$ cat src/rtl/pic_pkg.sv
// pic_pkg: shared constants, FSM states and priority helper for the pic_ctl interrupt controller
package pic_pkg;
  localparam logic [15:0] PIC_CMD  = 16'h0020;
  localparam logic [15:0] PIC_DATA = 16'h0021;
  localparam int ICW1_BIT     = 4;
  localparam int OCW_SEL_BIT  = 3;
  localparam int OCW2_EOI_BIT = 5;
  localparam int OCW2_SL_BIT  = 6;
  localparam int OCW3_RR_BIT  = 1;
  localparam int OCW3_RIS_BIT = 0;
  typedef enum logic {PIC_IDLE, PIC_WAIT} pic_state_e;
  // returns {valid, index of lowest set bit}; lowest index is highest priority
  function automatic logic [3:0] prio_lowest(input logic [7:0] v);
    prio_lowest = 4'd0;
    for (int i = 7; i >= 0; i--)
      if (v[i]) prio_lowest = {1'b1, 3'(i)};
  endfunction
endpackage

$ cat src/rtl/pic_prio.sv
// pic_prio: combinational fixed-priority resolver with in-service nesting
module pic_prio
  import pic_pkg::*;
(
  input  logic [7:0] irr,
  input  logic [7:0] imr,
  input  logic [7:0] isr,
  output logic       valid,
  output logic [2:0] n
);
  logic [3:0] req_w;
  logic [3:0] isr_w;
  // pick the best unmasked request and admit it only if it outranks everything in service
  always_comb begin
    req_w = prio_lowest(irr & ~imr);
    isr_w = prio_lowest(isr);
    n     = req_w[2:0];
    valid = req_w[3] && (!isr_w[3] || (req_w[2:0] < isr_w[2:0]));
  end
endmodule

$ cat src/rtl/pic_ctl.sv
// pic_ctl: 8259-style interrupt controller with port decode, edge capture and toggle handshake; PIC_AEOI_EN selects automatic EOI
module pic_ctl
  import pic_pkg::*;
#(
  parameter logic [7:0] VECT_RESET = 8'h08
) (
  input  logic        clock,
  input  logic        reset,
  input  logic [7:0]  irq_in,
  input  logic        port_clk,
  input  logic [15:0] port,
  input  logic [7:0]  port_o,
  input  logic        port_w,
  output logic [7:0]  port_i,
  output logic        intr,
  output logic [7:0]  irq,
  input  logic        intr_latch
);
  logic [7:0] irr_q, irr_d, imr_q, imr_d, isr_q, isr_d;
  logic [7:0] irq_q, irq_d, port_i_q, port_i_d, irq_prev_q;
  logic [4:0] base_q, base_d;
  logic       rsel_q, rsel_d, init_q, init_d, intr_q, intr_d;
  pic_state_e state_q, state_d;
  logic       win_v;
  logic [2:0] win_n;
  logic       wr_cmd, wr_data, rd_cmd, rd_data, icw1, ocw3, eoi, raise;
  logic [7:0] edge_v, raise_m, eoi_m;

  pic_prio u_prio (
    .irr   (irr_q),
    .imr   (imr_q),
    .isr   (isr_q),
    .valid (win_v),
    .n     (win_n)
  );

  // port decode, edge capture and next-state for every register
  always_comb begin
    wr_cmd   = port_clk && port_w && (port == PIC_CMD);
    wr_data  = port_clk && port_w && (port == PIC_DATA);
    rd_cmd   = port_clk && !port_w && (port == PIC_CMD);
    rd_data  = port_clk && !port_w && (port == PIC_DATA);
    icw1     = wr_cmd && port_o[ICW1_BIT];
    ocw3     = wr_cmd && !port_o[ICW1_BIT] && port_o[OCW_SEL_BIT];
    eoi      = wr_cmd && !port_o[ICW1_BIT] && !port_o[OCW_SEL_BIT] && port_o[OCW2_EOI_BIT];
    edge_v   = irq_in & ~irq_prev_q;
    raise    = (state_q == PIC_IDLE) && win_v;
    raise_m  = raise ? (8'd1 << win_n) : 8'd0;
    eoi_m    = !eoi ? 8'd0 : port_o[OCW2_SL_BIT] ? (8'd1 << port_o[2:0]) : (isr_q & (~isr_q + 8'd1));
    irr_d    = (icw1 ? 8'd0 : (irr_q & ~raise_m)) | edge_v;
`ifdef PIC_AEOI_EN
    isr_d    = icw1 ? 8'd0 : isr_q;
`else
    isr_d    = icw1 ? 8'd0 : ((isr_q & ~eoi_m) | raise_m);
`endif
    imr_d    = (wr_data && !init_q) ? port_o : imr_q;
    base_d   = (wr_data && init_q) ? port_o[7:3] : base_q;
    init_d   = icw1 ? 1'b1 : wr_data ? 1'b0 : init_q;
    rsel_d   = icw1 ? 1'b0 : (ocw3 && port_o[OCW3_RR_BIT]) ? port_o[OCW3_RIS_BIT] : rsel_q;
    port_i_d = rd_cmd ? (rsel_q ? isr_q : irr_q) : rd_data ? imr_q : port_i_q;
    state_d  = (state_q == PIC_IDLE) ? (raise ? PIC_WAIT : PIC_IDLE)
                                     : ((intr_latch == intr_q) ? PIC_IDLE : PIC_WAIT);
    intr_d   = raise ? ~intr_latch : intr_q;
    irq_d    = raise ? {base_q, win_n} : irq_q;
  end

  // register file and FSM; reset aligns intr and edge history with the live inputs
  always_ff @(posedge clock) begin
    if (reset) begin
      irr_q      <= 8'd0;
      imr_q      <= 8'd0;
      isr_q      <= 8'd0;
      irq_q      <= 8'd0;
      port_i_q   <= 8'd0;
      irq_prev_q <= irq_in;
      base_q     <= VECT_RESET[7:3];
      rsel_q     <= 1'b0;
      init_q     <= 1'b0;
      intr_q     <= intr_latch;
      state_q    <= PIC_IDLE;
    end else begin
      irr_q      <= irr_d;
      imr_q      <= imr_d;
      isr_q      <= isr_d;
      irq_q      <= irq_d;
      port_i_q   <= port_i_d;
      irq_prev_q <= irq_in;
      base_q     <= base_d;
      rsel_q     <= rsel_d;
      init_q     <= init_d;
      intr_q     <= intr_d;
      state_q    <= state_d;
    end
  end

  assign port_i = port_i_q;
  assign intr   = intr_q;
  assign irq    = irq_q;
endmodule
$ cat config.mk
export PLATFORM = sky130hd
export DESIGN_NAME = pic_ctl
export DESIGN_NICKNAME = d
export VERILOG_FILES = /design/src/rtl/pic_pkg.sv /design/src/rtl/pic_prio.sv /design/src/rtl/pic_ctl.sv
export SDC_FILE = /design/constraint.sdc
export NUM_CORES = 1
export LEC_CHECK = 0
export BUFFER_PORTS_ARGS = -buffer_cell sky130_fd_sc_hd__buf_2
export CAP_MARGIN = 20
export CORE_ASPECT_RATIO = 1.5
export CORE_UTILIZATION = 55
export CTS_BUF_LIST = sky130_fd_sc_hd__clkbuf_8
export DETAILED_ROUTE_END_ITERATION = 8
export HOLD_SLACK_MARGIN = 0.08
export PLACE_DENSITY = 0.79
export SKIP_LAST_GASP = 1
export SLEW_MARGIN = 25
export SYNTH_ARGS = -nofsm -noshare
export SYNTH_HDL_FRONTEND = slang
export SYNTH_HIERARCHICAL = 1
export SYNTH_SLANG_ARGS = --single-unit
$ cat constraint.sdc
create_clock -name clock -period 4.32 [get_ports clock]
set_input_delay 0.216 -clock clock [delete_from_list [all_inputs] [get_ports clock]]
set_output_delay 0.216 -clock clock [all_outputs]
set_load 0.005 [all_outputs]
* Word level (Yosys, flattened, before mapping)
Index checks and enable logic that the tools add are counted.
** Word-level totals
- Bits of input ports :: 37
- Bits in registers :: 57
** Cells by class
- Eq/ne operators :: 3
- Reductions and logical operators :: 26
- Add/subtract/negate cells :: 1
- Shift-type cells :: 2
- Mux-type cells :: 30
- Magnitude comparators :: 1
- Bitwise operators :: 14
** Operators with widths (count)
- two-way mux 4 bit :: 16
- two-way mux 8 bit :: 7
- AND 8 bit :: 5
- inverter 8 bit :: 5
- equality test 16 x 6 -> 1 bit, second input constant :: 2
- logical AND 1 bit :: 16
- bitwise OR 8 bit :: 2
- << shifter 1 x 3 -> 8 bit, first input constant :: 2
- adder 8 x 1 -> 8 bit, second input constant :: 1
- two-way mux 1 bit :: 7
- nonzero test 2 bit :: 3
- zero test 1 bit :: 5
- less-than comparator 3 bit :: 1
- inverter 1 bit :: 2
- OR reduction 2 bit :: 1
- equality test 1 bit :: 1
- logical OR 1 bit :: 1

* Longest topological paths before layout
- Word-level depth :: 19
- Mapped depth :: 14
- Mapped depth without buffers :: 13

* Cells and area by module
Netlist, hierarchy kept.
** Modules (own cells, without submodules)
- pic_ctl :: cells each 289, times used 1, area an instance 2459.9 µm²
- pic_prio :: cells each 45, times used 1, area an instance 321.6 µm²

* Worst setup path after synthesis
OpenSTA, ideal clock, no wires.
- Path kind :: flip-flop to flip-flop
- From :: reg imr_q[3]
- To :: reg irr_q[7]
- Cell stages (with the launch flop) :: 14
- Library setup time :: 128 ps
- Path slack :: 1307 ps
- Path buffers :: 1
- Clock period less this slack :: 3013 ps
- Arrival :: 2885 ps
- Cells stage by stage :: dfxtp_1 > and2b_2 > a21oi_1 > nor2b_1 > nor2b_1 > ha_1 > a211o_1 > nor3_2 > a2bb2oi_2 > nor2b_1 > clkbuf_1 > nand4_1 > a32oi_1 > nor2_1
** On the way
- Cells in the longest elaborated chain, start to end :: 15
** RTL lines
- start: declaration :: RTL line pic_ctl.sv:19 : logic [7:0] irr_q, irr_d, imr_q, imr_d, isr_q, isr_d;
- start signal: assignment :: RTL line pic_ctl.sv:83 : imr_q <= imr_d;
- inverter 8 bit :: RTL line pic_prio.sv:15 : req_w = prio_lowest(irr & ~imr);
- AND 8 bit :: RTL line pic_prio.sv:15
- two-way mux 4 bit (4 in series) :: RTL line pic_pkg.sv:16 : if (v[i]) prio_lowest = {1'b1, 3'(i)};
- named net win_n[2] :: RTL line pic_ctl.sv:25 : logic [2:0] win_n;
- less-than comparator 3 bit :: RTL line pic_prio.sv:18 : valid = req_w[3] && (!isr_w[3] || (req_w[2:0] < isr_w[2:0]));
- logical OR 1 bit :: RTL line pic_prio.sv:18
- logical AND 1 bit :: RTL line pic_prio.sv:18
- named net win_v :: RTL line pic_ctl.sv:24 : logic win_v;
- logical AND 1 bit :: RTL line pic_ctl.sv:47 : raise = (state_q == PIC_IDLE) && win_v;
- two-way mux 8 bit :: RTL line pic_ctl.sv:48 : raise_m = raise ? (8'd1 << win_n) : 8'd0;
- inverter 8 bit :: RTL line pic_ctl.sv:50 : irr_d = (icw1 ? 8'd0 : (irr_q & ~raise_m)) | edge_v;
- AND 8 bit :: RTL line pic_ctl.sv:50
- two-way mux 8 bit :: RTL line pic_ctl.sv:50
- bitwise OR 8 bit :: RTL line pic_ctl.sv:50
- end signal: assignment :: RTL line pic_ctl.sv:82 : irr_q <= irr_d;
- end: declaration :: RTL line pic_ctl.sv:19
The timed path passes the listed nets, and every way through them passes these cells.
A chain may end at the register's enable or synchronous reset.

* Final worst setup path
- From :: reg imr_q[3]
- To :: reg irr_q[5]
The elaborated chain is that of the path after synthesis.

==> results.md <==
* Outcome: complete, no violations
* Seq pwr share at approximately two fifths
* Worst setup SP type: flip-flop
* Number of H-tree levels at 3
* FF+latch area at 1150 um2
* Reg-to-Reg Start: imr_q[3]$_SDFFE_PP0P_
* Max Cap Viol at 0
* Clock buffers created by TritonCTS at 9
* Combinational fraction of design power at a little over a quarter
* Endpoints failing hold at 0
* Most frequent cell on the critical path: sky130_fd_sc_hd__nor2b_1
* Worst EP arrival at just under 4 ns
* Number of buffers inserted to repair setup after CTS at 0
* Post-Synth XOR/XNOR Area at less than 1%
* Multiplexer area fraction after synthesis at between 7 and 8%
* Flip-flop cell with the highest count after synthesis: sky130_fd_sc_hd__dfxtp_1
* Max Fanout on Critical Path at 8
* Initial standard-cell utilization of the core at roughly 57%
* Internal cell power at roughly 1.1 mW
* Setup Slack @ Placement at 0.625 ns
* Cell depth of the worst setup path at 13
* Final #Nets at about 430
* Synthesis-to-finish area growth at 20.6%
* Setup-violating endpoint count in the final report at 0
* Family of cells with the greatest summed delay on the critical path: simple AND/OR/NAND/NOR gates
* Clock share of power at about a third
* Syn_nets at about 370
* Total power density per cell area at around 480 nW/um2
* Compound-gate portion of the synthesized area at roughly 17%
* Max Freq at around 270 MHz
* Routed length per placed instance at 15.4 um
* Antenna diode count at 0
* Cts-stage hold buffer count at 8
* Post-detailed-route DRC marker count at 0
* Critical-path top delay cell: sky130_fd_sc_hd__nor2b_1
* Global-route wire length before repair at roughly 11000 um
* Most common cell in the netlist: sky130_fd_sc_hd__dfxtp_1
* Count of input and output buffers at between 50 and 60
* Start point of the critical path: imr_q[3]$_SDFFE_PP0P_
* Clock-pin transition on the worst setup and hold timing paths at approximately 0.06 ns
* Sinks on the clock net at between 50 and 60
* Ordered cell list for the critical path: and2b_2 > a21oi_1 > nor2b_1 > nor2b_1 > ha_1 > a211o_1 > nor3_2 > a2bb2oi_2 > nor2b_1 > nand2_1 > nor3b_1 > nand3b_1 > a21oi_1
* Adder and majority cell fraction of the synthesized area at less than 1%
* Number of detailed-routing iterations run before antenna repair at 5
* Width of the die at between 60 and 70 um
* Die outline height at just under 90 um
* Worst hold path class: primary input to flip-flop
* Multi-input combinational cell area at around 1500 um2
* HPWL reported at the end of detailed placement at 5170 um
* Cells after Synth at ~330
* Largest cells by area after synthesis: sky130_fd_sc_hd__dfxtp_1 40%, sky130_fd_sc_hd__mux2i_1 7.6%, sky130_fd_sc_hd__nand2_1 6.7%
* Remaining global-route overflow at 0
* GR Util met1 at 30.4%
* Pin count of the biggest net entering global routing at 43
* Antenna-violating nets left at 0
* Capturing element type of the critical path: flip-flop
* Simple-gate share of the synthesized area at 27.0%
* Fraction of power spent switching nets at between 30 and 40%
* Worst Clk Skew at just under 0.006 ns
* Worst vdd rail ir drop at approximately 0.34 mV
* Buf+Inv Stages, Crit Path at 0
* Wire length after detailed routing at 7100 um
* Resized Gates After CTS at 0
* Worst-case register-to-register setup slack at about 0.55 ns
* Worst slew margin relative to its limit at approximately half
* Met3 Use GR at 8.97%
* Sequential fraction of the synthesis area at between 40% and 50%
* Via count of the first global-routing pass at 2375
* FF+latch count, synth at between 50 and 60
* Root buffer cell: sky130_fd_sc_hd__clkbuf_8
* Worst Slack Setup Final at between 0.5 and 0.6 ns
* Ratio of final minimum period to clock period at between 80 and 90%
* Total core area at a little under 5000 um2
* Die footprint at about 5400 um2
* Switch Pwr at 0.515 mW
* Maximum buffer depth of the clock tree at 2
* CP peak stage delay at 0.48 ns
* Global-route total usage across every layer at roughly 29%
* Number of antenna violations at the first check in global routing at 0
* Endpoint of the worst-slack reg-to-reg timing path: irr_q[5]$_SDFF_PP0_
* Boundary Pins at 54
* Crit path time final at approximately 3.8 ns
* Worst Path Required at 4.51 ns
* Main combinational cell family by area after synthesis: simple AND/OR/NAND/NOR gates
* M2 GR Usage at roughly 50%
* Insertion delay of the later-clocked pin in the worst-skew pair at 0.34 ns
* Number of warning messages in the yosys log at 6
* Post-synth top cells: 56 x sky130_fd_sc_hd__dfxtp_1, 50 x sky130_fd_sc_hd__nand2_1, 33 x sky130_fd_sc_hd__nor2_1
* Fraction of synthesized cell area taken by the top area cell type at approximately two fifths
* Final Slew Violations at 0
* Cell area after synthesis at roughly 2800 um2
* Slew of the pin with the lowest slew margin at around 0.74 ns
* Standard-cell rows at 31
* Synth unique cells at 50
* Most Crowded Layer GR: met2
* Number of violations reported at the end of detailed-routing iteration 0 at 170
* TNS Setup at 0 ns
* CTS tree: built
* Routed vias/inst at between 5 and 6
* DR vias at around 2600
* Finished Core Util at roughly 70%
* Layout cell share with drive strength beyond 1 at 21.1%
* Share of synthesized flip-flops with an asynchronous set or reset at 0%
* Avg Cell Area, Syn at 8.33 um2
* GPL Wtd Cong at 0.920
* Setup repair after global routing missed its margin: false
* Leak Pwr at 1.35 nW
* Cell taking the most area after synthesis: sky130_fd_sc_hd__dfxtp_1
* Number of enable-type register cells in the synthesized netlist at 1
* Number of cells traversed by the worst register-to-register path at 13
* Path type of the worst setup path: flip-flop to flip-flop
* Crit path to: irr_q[5]$_SDFF_PP0_
* Fill cell count at around 400
==> routing by layer <==
layer | vias to the layer above | share of wire (%)
li1 | 1290 | -
met2 | 86 | 51
met4 | 0 | 4.4
met5 | - | 0
met3 | 23 | 4.6
met1 | 1197 | 40
==> how the worst min path moves through the flow <==
stage / startpoint / to / slack (ns) / cells past startpoint
2_1_floorplan: irq_in[0] / irq_prev_q[0]$_DFF_P_ / 0.24 / 0
3_3_place_gp: irq_in[5] / irq_prev_q[5]$_DFF_P_ / 0.33 / 1
3_5_place_dp: irq_in[0] / irq_prev_q[0]$_DFF_P_ / 0.34 / 1
4_1_cts: port_o[7] / base_q[4]$_SDFFE_PP0P_ / 0.13 / 3
5_1_grt: port_o[7] / imr_q[7]$_SDFFE_PP0P_ / 0.15 / 3
6_report: port_o[7] / base_q[4]$_SDFFE_PP0P_ / 0.13 / 3
==> power groups by stage <==
stage          Clock [mW]  Sequential, mW  Combinational, mW
2_1_floorplan           0           0.623              0.301
3_3_place_gp            0           0.637              0.414
3_5_place_dp            0           0.637              0.420
4_1_cts             0.553           0.626              0.428
5_1_grt             0.584           0.633              0.475
6_report            0.548           0.627              0.430
==> logic make-up (layout without fill, tap and decap cells) <==
logic type      count (synthesis)  after routing
compound gates                 78             78
xor+xnor                        2              2
fa+ha+maj                       2              2
buf+inv                        33             93
flops                          57             57
mux                            21             21
simple gates                  141            141
==> sequential cells by signal, summed over array words and instances, names as in the netlist <==
signal and flops:
base_q 5, imr_q 8, init_q 1, intr 1, irq 8, irq_prev_q 8
irr_q 8, isr_q 8, port_i 8, rsel_q 1, state_q 1
==> stage by stage <==
step	hold WS (ns)	instance area (um2)	instances	power, mW
6_report	0.130	3360	460	1.60
5_1_grt	0.151	3360	460	1.69
4_1_cts	0.130	3360	460	1.61
3_5_place_dp	0.337	3060	436	1.06
3_3_place_gp	0.333	3060	436	1.05
2_1_floorplan	0.244	2780	334	0.925
==> cells in the final DEF (no fill, tap or decap), types with 2 or more instances in the layout <==
master and n:
sky130_fd_sc_hd__nor4_1 4, sky130_fd_sc_hd__a211oi_1 2, sky130_fd_sc_hd__ha_1 2, sky130_fd_sc_hd__nor4b_1 2
sky130_fd_sc_hd__nand2b_1 6, sky130_fd_sc_hd__clkinv_2 2, sky130_fd_sc_hd__buf_4 2, sky130_fd_sc_hd__nand2_1 50
sky130_fd_sc_hd__o21ai_1 5, sky130_fd_sc_hd__nand4b_1 2, sky130_fd_sc_hd__nor4b_2 2, sky130_fd_sc_hd__o22ai_1 3
sky130_fd_sc_hd__nand4_1 2, sky130_fd_sc_hd__dfxtp_1 56, sky130_fd_sc_hd__buf_2 53, sky130_fd_sc_hd__and4_1 2
sky130_fd_sc_hd__mux2i_1 21, sky130_fd_sc_hd__a32oi_1 6, sky130_fd_sc_hd__bufinv_16 2, sky130_fd_sc_hd__nand3_1 8
sky130_fd_sc_hd__a21oi_1 32, sky130_fd_sc_hd__nand3b_1 5, sky130_fd_sc_hd__nand2b_4 3, sky130_fd_sc_hd__inv_1 15
sky130_fd_sc_hd__nor2_1 33, sky130_fd_sc_hd__clkbuf_8 10, sky130_fd_sc_hd__o21ai_0 17, sky130_fd_sc_hd__dlygate4sd3_1 8
sky130_fd_sc_hd__nor3_1 5, sky130_fd_sc_hd__nor3b_1 2, sky130_fd_sc_hd__a31oi_1 2, sky130_fd_sc_hd__or3_1 2
sky130_fd_sc_hd__nor2b_1 7
==> tightest hold or removal path, cell delays in order <==
cell and delay [ns]:
sky130_fd_sc_hd__buf_2 0.09, sky130_fd_sc_hd__mux2i_1 0.06, sky130_fd_sc_hd__nor2_1 0.07
==> final cells by class <==
| class | instances | area share (%) |
|---|---|---|
| clock buffers | 10 | 4.10 |
| inverters | 14 | 1.57 |
| clock inverters | 6 | 2.46 |
| multi-input cells | 244 | 44.4 |
| flip-flops and latches | 57 | 34.3 |
| repair buffers | 63 | 10.7 |
| well taps | 66 | 2.46 |
Note: power is estimated with default switching activity, not from simulation.
